## config.mk

```make
export PLATFORM = sky130hd
export DESIGN_NAME = fft_stage_ctrl
export DESIGN_NICKNAME = d
export VERILOG_FILES = /design/src/rtl/fft_stage_ctrl.sv
export SDC_FILE = /design/constraint.sdc
export NUM_CORES = 1
export LEC_CHECK = 0
export BUFFER_PORTS_ARGS = -buffer_cell sky130_fd_sc_hd__buf_2
export CAP_MARGIN = 20
export CELL_PAD_IN_SITES_DETAIL_PLACEMENT = 1
export CELL_PAD_IN_SITES_GLOBAL_PLACEMENT = 2
export CORE_UTILIZATION = 35
export DETAILED_ROUTE_END_ITERATION = 10
export GPL_TIMING_DRIVEN = 0
export PLACE_DENSITY = 0.77
export SLEW_MARGIN = 15
export SYNTH_ARGS = -nofsm -noshare
export SYNTH_HDL_FRONTEND = slang
export SYNTH_SLANG_ARGS = --single-unit
export TNS_END_PERCENT = 5
```

## constraint.sdc

```tcl
create_clock -name clk -period 3.7 [get_ports clk]
set_input_delay 0.74 -clock clk [delete_from_list [all_inputs] [get_ports clk]]
set_output_delay 0.74 -clock clk [all_outputs]
set_load 0.02 [all_outputs]
```

## src/rtl/fft_stage_ctrl.sv

```systemverilog
// Stage/butterfly sequencer for an in-place radix-2 DIT FFT: issues operand reads,
// tags each pair with its upper address and turns the returning tag into write-back addresses.
`timescale 1ns/1ps
module fft_stage_ctrl #(
    parameter int LOG2N      = 3,
    parameter int RD_LATENCY = 1,
    parameter int BF_LATENCY = 4,
    parameter int TAG_WIDTH  = LOG2N
) (
    input  logic                 clk,
    input  logic                 rst,
    input  logic                 start,
    output logic                 busy,
    output logic                 done,
    output logic                 rd_en,
    output logic [LOG2N-1:0]     rd_addr_a,
    output logic [LOG2N-1:0]     rd_addr_b,
    output logic [LOG2N-2:0]     tw_addr,
    output logic [TAG_WIDTH-1:0] bf_tag,
    input  logic [TAG_WIDTH-1:0] bf_tag_ret,
    output logic                 wr_en,
    output logic [LOG2N-1:0]     wr_addr_a,
    output logic [LOG2N-1:0]     wr_addr_b
);
    localparam int SW  = (LOG2N > 1) ? $clog2(LOG2N) : 1;
    localparam int KW  = LOG2N - 1;
    localparam int PL  = RD_LATENCY + BF_LATENCY;
    localparam int DW  = $clog2(PL) + 1;
    localparam logic [KW-1:0] KMAX = {KW{1'b1}};

    typedef enum logic [1:0] {IDLE, ISSUE, DRAIN, FINISH} state_t;

    state_t          r_state, w_state_nxt;
    logic [SW-1:0]   r_s, w_s_nxt;
    logic [KW-1:0]   r_k, w_k_nxt;
    logic [DW-1:0]   r_drain, w_drain_nxt;
    logic [LOG2N-1:0] r_rd_a, r_rd_b, r_wr_a, r_wr_b;
    logic [LOG2N-2:0] r_tw;
    logic [LOG2N-1:0] r_tag [RD_LATENCY];
    logic            r_vld [PL];
    logic            w_rd_en;
    logic [LOG2N-1:0] w_ret, w_half;

    function automatic logic [LOG2N-1:0] f_addr_a(input logic [SW-1:0] s, input logic [KW-1:0] k);
        logic [LOG2N-1:0] kk, mask, pos, grp;
        kk   = {1'b0, k};
        mask = (LOG2N'(1) << s) - LOG2N'(1);
        pos  = kk & mask;
        grp  = kk >> s;
        return (grp << (int'(s) + 1)) | pos;
    endfunction

    function automatic logic [LOG2N-2:0] f_tw(input logic [SW-1:0] s, input logic [KW-1:0] k);
        logic [LOG2N-1:0] kk, mask, w;
        kk   = {1'b0, k};
        mask = (LOG2N'(1) << s) - LOG2N'(1);
        w    = (kk & mask) << (LOG2N - 1 - int'(s));
        return w[LOG2N-2:0];
    endfunction

    always_comb begin
        w_state_nxt = r_state;
        w_s_nxt     = r_s;
        w_k_nxt     = r_k;
        w_drain_nxt = r_drain;
        case (r_state)
            IDLE: if (start) begin
                w_state_nxt = ISSUE;
                w_s_nxt     = '0;
                w_k_nxt     = '0;
            end
            ISSUE: if (r_k == KMAX) begin
                w_state_nxt = DRAIN;
                w_k_nxt     = '0;
                w_drain_nxt = '0;
            end else begin
                w_k_nxt = r_k + KW'(1);
            end
            // Stage may only advance once every in-flight pair has been written back.
            DRAIN: if (r_drain == DW'(PL - 1)) begin
                w_drain_nxt = '0;
                if (r_s == SW'(LOG2N - 1)) begin
                    w_state_nxt = FINISH;
                end else begin
                    w_s_nxt     = r_s + SW'(1);
                    w_state_nxt = ISSUE;
                end
            end else begin
                w_drain_nxt = r_drain + DW'(1);
            end
            FINISH: begin
                w_state_nxt = IDLE;
                w_s_nxt     = '0;
            end
            default: w_state_nxt = IDLE;
        endcase
    end

    assign w_rd_en = (r_state == ISSUE);

    always_ff @(posedge clk) begin
        if (rst) begin
            r_state <= IDLE;
            r_s     <= '0;
            r_k     <= '0;
            r_drain <= '0;
            r_rd_a  <= '0;
            r_rd_b  <= '0;
            r_tw    <= '0;
            r_wr_a  <= '0;
            r_wr_b  <= '0;
            for (int i = 0; i < RD_LATENCY; i++) r_tag[i] <= '0;
            for (int i = 0; i < PL; i++) r_vld[i] <= 1'b0;
        end else begin
            r_state <= w_state_nxt;
            r_s     <= w_s_nxt;
            r_k     <= w_k_nxt;
            r_drain <= w_drain_nxt;
            // Addresses are prepared one edge ahead so they line up with the ISSUE cycle.
            if (w_state_nxt == ISSUE) begin
                r_rd_a <= f_addr_a(w_s_nxt, w_k_nxt);
                r_rd_b <= f_addr_a(w_s_nxt, w_k_nxt) + (LOG2N'(1) << w_s_nxt);
                r_tw   <= f_tw(w_s_nxt, w_k_nxt);
            end
            if (wr_en) begin
                r_wr_a <= w_ret;
                r_wr_b <= w_ret + w_half;
            end
            r_tag[0] <= r_rd_a;
            for (int i = 1; i < RD_LATENCY; i++) r_tag[i] <= r_tag[i-1];
            r_vld[0] <= w_rd_en;
            for (int i = 1; i < PL; i++) r_vld[i] <= r_vld[i-1];
        end
    end

    assign w_ret     = LOG2N'(bf_tag_ret);
    assign w_half    = LOG2N'(1) << r_s;
    assign busy      = (r_state == ISSUE) || (r_state == DRAIN);
    assign done      = (r_state == FINISH);
    assign rd_en     = w_rd_en;
    assign rd_addr_a = r_rd_a;
    assign rd_addr_b = r_rd_b;
    assign tw_addr   = r_tw;
    assign bf_tag    = TAG_WIDTH'(r_tag[RD_LATENCY-1]);
    assign wr_en     = r_vld[PL-1];
    assign wr_addr_a = wr_en ? w_ret : r_wr_a;
    assign wr_addr_b = wr_en ? (w_ret + w_half) : r_wr_b;
endmodule

```

**After elaboration in Yosys (flattened, before gate mapping)**

Memory sizes are Yosys's and may differ from the RTL's.
Index checks and enable logic that the tools add are counted.

- Output and inout bits: 21
- Memories kept: 2
- Logic and storage cells: 71
- Register bits after elaboration: 24
- Memory bits (writable): 8

Memory list:

| memory | depth | width | rd ports | clocked after memory_dff | write ports | line | RTL |
|---|---|---|---|---|---|---|---|
| r_vld | 5 | 1 | 5 | 0 | 5 | 40 | `logic r_vld [PL];` |
| r_tag | 1 | 3 | 1 | 0 | 1 | 39 | `logic [LOG2N-1:0] r_tag [RD_LATENCY];` |

- Add/sub/neg operators: 8
- Shift operators: 5
- Multiplexer cells: 27
- Eq/ne operators: 8
- Reduce and logical (&&, ||, !) cells: 5
- Bitwise gates (word level): 7

Operators with widths:

| operator | number |
|---|---|
| $shl 3x32->2 | 1 |
| $mux 2 | 9 |
| $mux 1 | 9 |
| $mux 3 | 3 |
| $eq 2x2->1 const B | 4 |
| $mux 4 | 2 |
| $pmux 2 s4 | 1 |
| $pmux 4 s2 | 1 |
| $add 3x3->3 | 2 |
| $pmux 2 s3 | 1 |
| $shl 1x2->3 const A | 2 |
| $or 1x1->1 | 5 |
| $add 2x1->2 const B | 2 |
| $add 4x1->4 const B | 1 |
| $eq 2x1->1 const B | 2 |
| $eq 4x3->1 const B | 1 |
| $pmux 2 s2 | 1 |
| $add 2x1->3 const B | 1 |
| $and 2x3->3 | 1 |
| $or 3x3->3 | 1 |
| $reduce_or 3->1 | 1 |
| $shl 3x3->3 | 1 |
| $shr 2x2->3 | 1 |
| $sub 2x2->3 const A | 1 |
| 6 further kinds | 6 |

**Depth between registers and ports, before layout**

- Depth after elaboration: 9
- Mapped depth: 15
- Depth with buffers taken out: 13

**Least setup slack after synthesis**

OpenSTA, ideal clock, no wires.

- Path type: register to register
- Start: reg r_state[1]
- End: reg r_rd_b[1], in the netlist rd_addr_b[1]
- Stages on the path, launching flop included: 15
- Arrival: 2.981 ns
- Period minus slack after synthesis: 3.100 ns
- Slack: 0.600 ns
- Buffers on the path: 2
- Cell sequence: dfxtp_1 > inv_1 > ha_1 > buf_2 > nor2b_1 > nand3_1 > and3_1 > buf_6 > ha_1 > or2_2 > o41ai_2 > ha_1 > xor2_1 > xnor2_1 > a21oi_2

RTL lines:

| item | line | RTL |
|---|---|---|
| from (decl) | 33 | `state_t r_state, w_state_nxt;` |
| from (signal assigned) | 115 | `r_state <= w_state_nxt;` |
| $eq 2x1->1 (*) | n/a |  |
| net rd_en | 15 | `output logic rd_en,` |
| $pmux 2 s2 | 66 | `case (r_state)` |
| $shr 2x2->3 | 49 | `grp = kk >> s;` |
| $shl 3x3->3 | 50 | `return (grp << (int'(s) + 1)) \| pos;` |
| $or 3x3->3 | 50 |  |
| $add 3x3->3 | 122 | `r_rd_b <= f_addr_a(w_s_nxt, w_k_nxt) + (LOG2N'(1) << w_s_nxt);` |
| to (signal assigned) | 122 |  |
| to (decl) | 37 | `logic [LOG2N-1:0] r_rd_a, r_rd_b, r_wr_a, r_wr_b;` |

The timed path passes the listed nets; every way through them passes the cells marked *.
A chain may end at the register's enable or synchronous reset.

**Final worst setup path**

- Start: reg r_state[1]
- End: reg r_rd_b[1], in the netlist rd_addr_b[1]

- Word-level cells in the longest chain between the ends: 7

RTL lines:

| item | line | RTL |
|---|---|---|
| $eq 2x2->1 / $logic_not 2->1 (equally long branches) | 66 |  |
| $pmux 2 s3 | 66 |  |
| $shl 1x2->3 | 47, 122 |  |
| $sub 3x2->3 | 47 | `mask = (LOG2N'(1) << s) - LOG2N'(1);` |
| $and 2x3->3 | 48 | `pos = kk & mask;` |
| $or 3x3->3 | 50 |  |
| $add 3x3->3 | 122 |  |

Parallel ways exist; a longest one is shown, timed or not.

==> flow_summary.toml <==
[finish]
multi_input_area_um2 = 978
design_area_um2 = 2050
insertedDiodeCount = 0
final_cell_mix = "dfxtp_1, buf_2, nor2b_1, nor2_1, ha_1"
drive_gt1_frac = 0.262
register_area_um2 = 641
final_common_cell = "dfxtp_1"
fill_cells = 565
nets = 237
area_growth_pct = 18.6

[global_routing]
antenna_found_initial = 0
grt_pass1_vias = 1312
grt_use_total = 0.151
overflow = 0
grt_max_degree = 11
grt_pass1_wl_um = 6030

[timing]
drv_slew = 0
fin_crit_sh = 0.907
fin_skew_ns = 0.00763
hold_viol_final = 0
slew_headroom = 0.556
finalSetupViolations = 0
fmax_mhz = 298
worst_pin_slew_ns = 0.655
fin_crit_ns = 3.36
rsz0062_at_grt = "false"
fin_tns_setup_ns = 0

[cts]
htreeDepth = 2
cts.sinks = 32
tritoncts = "yes"
cts_resized = 0
cts-root-buf = "clkbuf_8"
clock_latency_ns = 0.28
cts_made_buffers = 5
hold_buffers = 0
cts_setup_buffers = 0
cts.clk_slew.worst_paths_ns = 0.07
cts_buffer_depth = 2

[detailed_routing]
ant_nets = 0
drc = 0
drtIter0Drc = 42
drt-total-wl_um = 3650
wl_per_cell_um = 13.0
vias_per_cell = 4.65
first_pass_iters = 4
via_count = 1308

[synth]
syn_nets = 204
synth_top_area_frac = 0.371
synthesis.area_um2 = 1730
synth_largest_area_cell = "dfxtp_1"
ys_seq_area_frac = 0.371
yosysUniqueCellTypes = 46
synth_cells = 180
syn_area_per_cell_um2 = 9.59
synth_warnings = 0
ys_ff_latch = 32
synth_area_leaders = "dfxtp_1, ha_1, nor2b_1"

[worst_setup_path]
path_buf_inv = 3
required_ns = 3.87
worstSetupPathType = "reg -> reg"
critPathLaunchType = "flop"
crit_path_frequent_cell = "ha_1"
cp-end-kind = "flop"
arrival_ns = 3.53
path_cells = "inv_1, ha_1, buf_2, nor2b_1, nand3_1, and3_1, buf_6, ha_1, or2_2, o41ai_2, ha_1, xor2_1, xnor2_1, a21oi_2"
crit_fanout = 10
crit_family = "simple AND/OR/NAND/NOR gates"
slowest_stage = "o41ai_2"
slowest_delay_ns = 0.45

[die]
die-area_um2 = 5210
start_util = 0.365
num_rows = 25
die_w_um = 72.2
io-pin-count = 27
core-area_um2 = 4720
die_y_um = 72.2

[placement]
routabilityCongestion = 0.806
dpl_cell_area_um2 = 1940
hpwl_um = 2820
port_buffers = 26

[pwr]
p_per_area_nw_per_um2 = 430
leakage_uw = 0.000912
vdd_drop_max_v = 0.000212

[outcome]
run_status = "finished clean"

[flow_run]
maxCapViolations = 0

[hold_path]
hold_class = "reg -> reg"
==> cells in the mapped netlist (all sizes together) <==
cell type and instances:
o311ai 1, nand3 8, ha 17, dfxtp 32
nand2b 3, fa 1, clkbuf 3, o31ai 1
nor2b 19, inv 12, xnor2 5, mux2i 8
nand2 9, a32oi 1, and3 2, buf 4
xor2 1, nand3b 1, mux2 4, o21ai 6
nor2 17, nor3 2, or2 2, o311a 1
and2b 2, a21oi 10, clkdlybuf4s50 1, a22oi 1
and3b 1, o41ai 2, nor3b 2, o21bai 1
==> report_power, final <==
| group | internal [uW] | leakage [uW] | total (uW) | switching (uW) |
|---|---|---|---|---|
| clock network | 200 | 0.0000552 | 323 | 123 |
| logic | 75.2 | 0.000597 | 185 | 110 |
| registers | 363 | 0.000259 | 373 | 9.64 |
| total | 638 | 0.000912 | 881 | 243 |
==> registers in the layout, summed over array words and instances, names as in the netlist, 3 cells and up <==
name,flops
r_tag,3
r_wr_b,3
rd_addr_a,3
r_drain,4
r_vld,5
rd_addr_b,3
r_wr_a,3
==> routing by layer <==
metal	part of all wire	GRT usage
met5	0	0
met4	0.0047	0.0566
met3	0.037	0.0458
met2	0.49	0.253
met1	0.47	0.182
==> area by class of cell <==
class	instances	share of cell area
multi-input cells	128	0.478
repair buffers	26	0.0636
inverters	12	0.0244
clock inverters	2	0.0171
well taps	67	0.0410
plain buffers	8	0.0275
clock buffers	6	0.0355
flip-flops and latches	32	0.313
==> cell families after synthesis <==
logic type / synth area share
fa+ha+maj: 0.135
mux: 0.0747
flops: 0.371
simple gates: 0.224
compound gates: 0.103
xor+xnor: 0.0305
buf+inv: 0.0616
==> stage by stage <==
| stage | utilization | hold slack [ns] | setup slack [ns] | std cells | power [uW] |
|---|---|---|---|---|---|
| 3_5_place_dp | 0.411 | 0.429 | 0.316 | 273 | 567 |
| 2_1_floorplan | - | 0.414 | 0.600 | 180 | 519 |
| 3_3_place_gp | 0.411 | 0.419 | 0.377 | 273 | 563 |
| 4_1_cts | 0.433 | 0.446 | 0.298 | 281 | 897 |
| 5_1_grt | 0.433 | 0.467 | 0.102 | 281 | 926 |
| 6_report | 0.433 | 0.439 | 0.342 | 281 | 881 |
==> worst paths after layout <==
| path | startpoint | to | slack [ns] | cells past startpoint |
|---|---|---|---|---|
| worst max-delay path | r_state[1]$_SDFF_PP0_ | rd_addr_b[1]$_SDFFE_PP0N_ | 0.34 | 14 |
| worst min register to register | r_vld[0][2]$_SDFF_PP0_ | r_vld[0][3]$_SDFF_PP0_ | 0.44 | 1 |
| worst min-delay path | r_vld[0][2]$_SDFF_PP0_ | r_vld[0][3]$_SDFF_PP0_ | 0.44 | 1 |
| worst max register to register | r_state[1]$_SDFF_PP0_ | rd_addr_b[1]$_SDFFE_PP0N_ | 0.34 | 14 |
Power figures use the tool's default switching activity.
